--- config.mk ---
export PLATFORM = sky130hd
export DESIGN_NAME = csa_resolve_seq
export DESIGN_NICKNAME = d
export VERILOG_FILES = /design/src/rtl/csa_pkg.sv /design/src/rtl/csa_chunk_adder.sv /design/src/rtl/csa_resolve_seq.sv
export SDC_FILE = /design/constraint.sdc
export NUM_CORES = 1
export LEC_CHECK = 0
export BUFFER_PORTS_ARGS = -buffer_cell sky130_fd_sc_hd__buf_2
export CAP_MARGIN = 20
export CORE_ASPECT_RATIO = 1.4
export CORE_MARGIN = 2
export CORE_UTILIZATION = 60
export CTS_BUF_LIST = sky130_fd_sc_hd__clkbuf_4
export DETAILED_ROUTE_END_ITERATION = 10
export PLACE_DENSITY = 0.82
export SLEW_MARGIN = 20
export SYNTH_ARGS = -nofsm -noshare
export SYNTH_HDL_FRONTEND = slang
export SYNTH_SLANG_ARGS = --single-unit
--- constraint.sdc ---
create_clock -name clock -period 5.3 [get_ports clock]
set_input_delay 0.265 -clock clock [delete_from_list [all_inputs] [get_ports clock]]
set_output_delay 0.265 -clock clock [all_outputs]
set_load 0.05 [all_outputs]
--- src/rtl/csa_pkg.sv ---
// rtl/csa_pkg.sv - shared state type, sizing helper and default widths for the CSA resolver
package csa_pkg;

    localparam int CSA_WIDTH = 25;
    localparam int CSA_CHUNK = 8;

    typedef enum logic [1:0] {
        IDLE = 2'd0,
        BUSY = 2'd1,
        DONE = 2'd2
    } csa_state_t;

    // Number of CHUNK-bit slices needed to cover a WIDTH-bit operand.
    function automatic int nchunk(input int width, input int chunk);
        return (width + chunk - 1) / chunk;
    endfunction

endpackage

--- src/rtl/csa_chunk_adder.sv ---
// rtl/csa_chunk_adder.sv - combinational W-bit adder with carry in and carry out
module csa_chunk_adder #(
    parameter int W = 8
) (
    input  logic [W-1:0] a,
    input  logic [W-1:0] b,
    input  logic         cin,
    output logic [W-1:0] sum,
    output logic         cout
);

    logic [W:0] total;

    // Widen by one bit so the carry out falls into the top position.
    always_comb begin
        total = {1'b0, a} + {1'b0, b} + {{W{1'b0}}, cin};
    end

    assign sum  = total[W-1:0];
    assign cout = total[W];

endmodule

--- src/rtl/csa_resolve_seq.sv ---
// rtl/csa_resolve_seq.sv - multi-cycle carry-propagate resolver for a carry-save pair
module csa_resolve_seq
    import csa_pkg::*;
#(
    parameter int WIDTH = CSA_WIDTH,
    parameter int CHUNK = CSA_CHUNK
) (
    input  logic             clock,
    input  logic             reset,
    input  logic             in_valid,
    output logic             in_ready,
    input  logic [WIDTH-1:0] in_sum,
    input  logic [WIDTH-1:0] in_carry,
    output logic             out_valid,
    input  logic             out_ready,
    output logic [WIDTH-1:0] out_result,
    output logic             out_cout
);

    localparam int NCHUNK   = nchunk(WIDTH, CHUNK);
    localparam int IDX_W    = $clog2(NCHUNK) + 1;
    // Live bits in the top chunk; the carry into bit WIDTH sits just above them.
    localparam int TOP_BITS = WIDTH - (NCHUNK - 1) * CHUNK;
    localparam logic [IDX_W-1:0] LAST_IDX = IDX_W'(NCHUNK - 1);

    csa_state_t       state_q;
    csa_state_t       state_d;
    logic [WIDTH-1:0] op_sum_q;
    logic [WIDTH-1:0] op_carry_q;
    logic [WIDTH-1:0] result_q;
    logic [IDX_W-1:0] idx_q;
    logic             carry_q;
    logic             cout_q;

    int               base;
    logic [CHUNK-1:0] chunk_a;
    logic [CHUNK-1:0] chunk_b;
    logic [CHUNK-1:0] chunk_sum;
    logic             chunk_cout;
    logic [WIDTH-1:0] chunk_mask;
    logic [WIDTH-1:0] chunk_placed;
    logic [WIDTH-1:0] result_merged;
    logic             top_carry;
    logic             last_chunk;
    logic             accept;

    assign accept     = (state_q == IDLE) && in_valid;
    assign last_chunk = (idx_q == LAST_IDX);

    // Select the current chunk of each operand; shifting past WIDTH pads with zeros.
    always_comb begin
        base    = int'(idx_q) * CHUNK;
        chunk_a = CHUNK'(op_sum_q >> base);
        chunk_b = CHUNK'(op_carry_q >> base);
    end

    csa_chunk_adder #(
        .W (CHUNK)
    ) u_chunk_adder (
        .a    (chunk_a),
        .b    (chunk_b),
        .cin  (carry_q),
        .sum  (chunk_sum),
        .cout (chunk_cout)
    );

    // Splice the chunk sum into the result; bits that land at or above WIDTH drop off.
    always_comb begin
        chunk_mask    = WIDTH'({{WIDTH{1'b0}}, {CHUNK{1'b1}}} << base);
        chunk_placed  = WIDTH'({{WIDTH{1'b0}}, chunk_sum} << base);
        result_merged = (result_q & ~chunk_mask) | chunk_placed;
        top_carry     = |({chunk_cout, chunk_sum} & ((CHUNK + 1)'(1) << TOP_BITS));
    end

    // FSM state register.
    always_ff @(posedge clock or posedge reset) begin
        if (reset) begin
            state_q <= IDLE;
        end else begin
            state_q <= state_d;
        end
    end

    // Next-state and handshake outputs.
    always_comb begin
        state_d   = state_q;
        in_ready  = 1'b0;
        out_valid = 1'b0;
        case (state_q)
            IDLE: begin
                in_ready = 1'b1;
                if (in_valid) begin
                    state_d = BUSY;
                end
            end
            BUSY: begin
                if (last_chunk) begin
                    state_d = DONE;
                end
            end
            DONE: begin
                out_valid = 1'b1;
                if (out_ready) begin
                    state_d = IDLE;
                end
            end
            default: begin
                state_d = IDLE;
            end
        endcase
    end

    // Operand capture on accept, then one chunk resolved per BUSY cycle.
    always_ff @(posedge clock or posedge reset) begin
        if (reset) begin
            op_sum_q   <= '0;
            op_carry_q <= '0;
            result_q   <= '0;
            idx_q      <= '0;
            carry_q    <= 1'b0;
            cout_q     <= 1'b0;
        end else if (accept) begin
            op_sum_q   <= in_sum;
            op_carry_q <= in_carry;
            idx_q      <= '0;
            carry_q    <= 1'b0;
        end else if (state_q == BUSY) begin
            result_q <= result_merged;
            carry_q  <= chunk_cout;
            idx_q    <= idx_q + IDX_W'(1);
            if (last_chunk) begin
                cout_q <= top_carry;
            end
        end
    end

    assign out_result = result_q;
    assign out_cout   = cout_q;

endmodule
==> flow_summary.toml <==
[placement]
place_area_um2 = 4540
dp_cells = 485
post-place-ws_ps = 1590
io_buffers = 81
gp_congestion = 0.868
place_hpwl_mm = 5.87

[cells_and_area]
layout_commonest_cell = "dfrtp_1"
nets = 472
finish.utilization_pct = 71.0
final_cell_mix = "82 x dfrtp_1, 81 x buf_2, 50 x mux2_4"
antennaDiodeCount = 0
final_cells = 501
fillCellCount = 457
drive_gt1_share_pct = 38.9
area_growth_pct = 14.5
final_cell_area_um2 = 4700

[global_route]
grt_pass1_vias = 2778
grt_use_total_pct = 23.7
grt_pass1_wl_mm = 13.3
grt_max_degree = 83
grt_overflow = 0
antenna_found_initial = 0

[worst_setup_path]
reg2reg_depth = 10
worstPathArrival_ps = 4070
path_class = "flop to flop"
critPathLaunchType = "flop"
regToRegStartpoint = "idx_q[0]$_DFFE_PP0P_"
r2r_end = "out_result[6]$_DFFE_PP0P_"
cp_max_fo = 23
required_ps = 5620
critPathCaptureType = "flop"
r2r_slack_ps = 1550

[clock_network]
numCtsBuffers = 9
root_buffer = "clkbuf_4"
htree_levels = 3
cts_hold_buf = 0
cts_sinks = 82
clk_latency_ps = 430
clockBufferDepth = 2
post_cts_buffers = 0
cts_tree = "yes"
cts.clk_slew.worst_paths_ps = 130
post_cts_resize_count = 0

[timing]
fin_crit_sh_pct = 70.7
post-route-min-period_ps = 3750
rsz0062_at_grt = "no"
slew-limit-headroom_pct = 35.2
finalSetupTns_ps = 0
fin_skew_ps = 10.7
worstMarginPinSlew_ps = 973
finalHoldViolations = 0
fin_ws_ps = 1550
hold-worst-slack_ps = 47.7
fmax_mhz = 267
setup_violations = 0
final_max_slew_viol_count = 0

[floorplan]
rows = 35
dieArea_um2 = 7520
ios = 82
fp.dieH_um = 102
die_w_um = 73.9
fp.coreArea_um2 = 6610
initial_utilization_pct = 62.0

[worst_hold_path]
min_from = "in_sum[16]"
min_path_type = "primary input to flop"
whs_endpoint = "op_sum_q[16]$_DFFE_PP0P_"
holdPathStages = 2

[logic_synthesis]
ys_warn_count = 0
synth_area_um2 = 4100
yosysUniqueCellTypes = 36
syn_avg_cell_area_um2 = 12.7
synth-seq-cells = 82
syn-num-nets = 391
async_reset_ff_share_pct = 100
ys.flop_type = "dfrtp_1"
synth-edff-count = 0
synth_cells = 323
seq_area_frac_synth_pct = 50.0

[power_and_ir_drop]
vdd_drop_max_uv = 372
total_power_mw = 3.61
power.density_nw_per_um2 = 768
p_leak_nw = 2.32

[route]
postRouteAntennaNets = 0
wl_per_cell_um = 16.1
drtIter0Drc = 152
wirelength_mm = 8.06
viasPerCell = 5.50
vias = 2757
drtPass1Iterations = 5
drc = 0

[status]
status = "finished, final reports clean"

[flow_run]
maxCapViolCount = 0
## Yosys cell counts, drive strengths merged, types with 2 or more instances
cell type	count	area share, %
mux2	51	19
o21bai	2	0.37
nand2b	5	0.76
ha	12	3.7
buf	12	2.4
nand2	24	2.2
mux2i	14	3.4
dfrtp	82	50
fa	2	0.98
inv	8	0.73
o21ai	15	1.8
a21oi	20	2.5
mux4	2	1.1
a22o	16	3.4
nor2	35	3.3
nor3	4	1.3
nand3	3	0.37
xnor2	4	0.85
## worst max-delay path, stage by stage, from the launching register on
cell and delay, ps:
dfrtp_1 950, inv_1 350, nor2_1 810, a21oi_1 160
nor2_1 170, ha_1 310, a21oi_1 230, o22ai_1 130
nor2_1 130, xnor2_1 130, a22o_1 260
## state kept, by name, indices dropped and copies added, names as in the netlist
signal      cells
carry_q         1
idx_q           3
op_carry_q     25
op_sum_q       25
out_cout        1
out_result     25
state_q         2
## cell type report
| type | instances | area [um^2] | share of cell area (%) |
|---|---|---|---|
| clock buffer | 9 | 67.6 | 1.44 |
| clock inverter | 7 | 92.6 | 1.97 |
| inverter | 8 | 31.3 | 0.666 |
| multi-input combinational | 220 | 1920 | 40.8 |
| sequential | 82 | 2050 | 43.7 |
| tap | 92 | 115 | 2.45 |
| timing repair buffer | 83 | 420 | 8.95 |
## kinds of logic (layout without fill, tap and decap cells)
group | after synthesis | after routing | share of synthesized area [%]
compound gates | 58 | 58 | 9.06
fa+ha+maj | 14 | 14 | 4.64
xor+xnor | 5 | 5 | 1.07
mux | 67 | 67 | 23.1
simple gates | 76 | 76 | 8.85
buf+inv | 21 | 107 | 3.26
flops | 82 | 82 | 50.0
## routing by layer
| layer | GRT usage, % | vias to the layer above | routed length (um) |
|---|---|---|---|
| li1 | - | 1304 | - |
| met1 | 28.6 | 1352 | 3340 |
| met2 | 39.8 | 87 | 4190 |
| met3 | 5.92 | 14 | 354 |
| met4 | 10.2 | 0 | 186 |
| met5 | 0 | - | 0 |
## worst max-delay path by stage
stage | from | to | cells after the start
after floorplan | idx_q[0]$_DFFE_PP0P_ | out_result[6]$_DFFE_PP0P_ | 11
after global placement | idx_q[0]$_DFFE_PP0P_ | out_result[23]$_DFFE_PP0P_ | 10
after detailed placement | idx_q[0]$_DFFE_PP0P_ | out_result[23]$_DFFE_PP0P_ | 10
after CTS | idx_q[0]$_DFFE_PP0P_ | out_result[23]$_DFFE_PP0P_ | 10
after global routing | idx_q[0]$_DFFE_PP0P_ | out_result[15]$_DFFE_PP0P_ | 10
final | idx_q[0]$_DFFE_PP0P_ | out_result[6]$_DFFE_PP0P_ | 10
## power breakdown
group | switching [mW] | internal (mW)
clock | 0.212 | 0.190
sequential | 0.232 | 0.933
combinational | 1.17 | 0.869
total | 1.61 | 1.99
(Power assumes the default switching activity.)
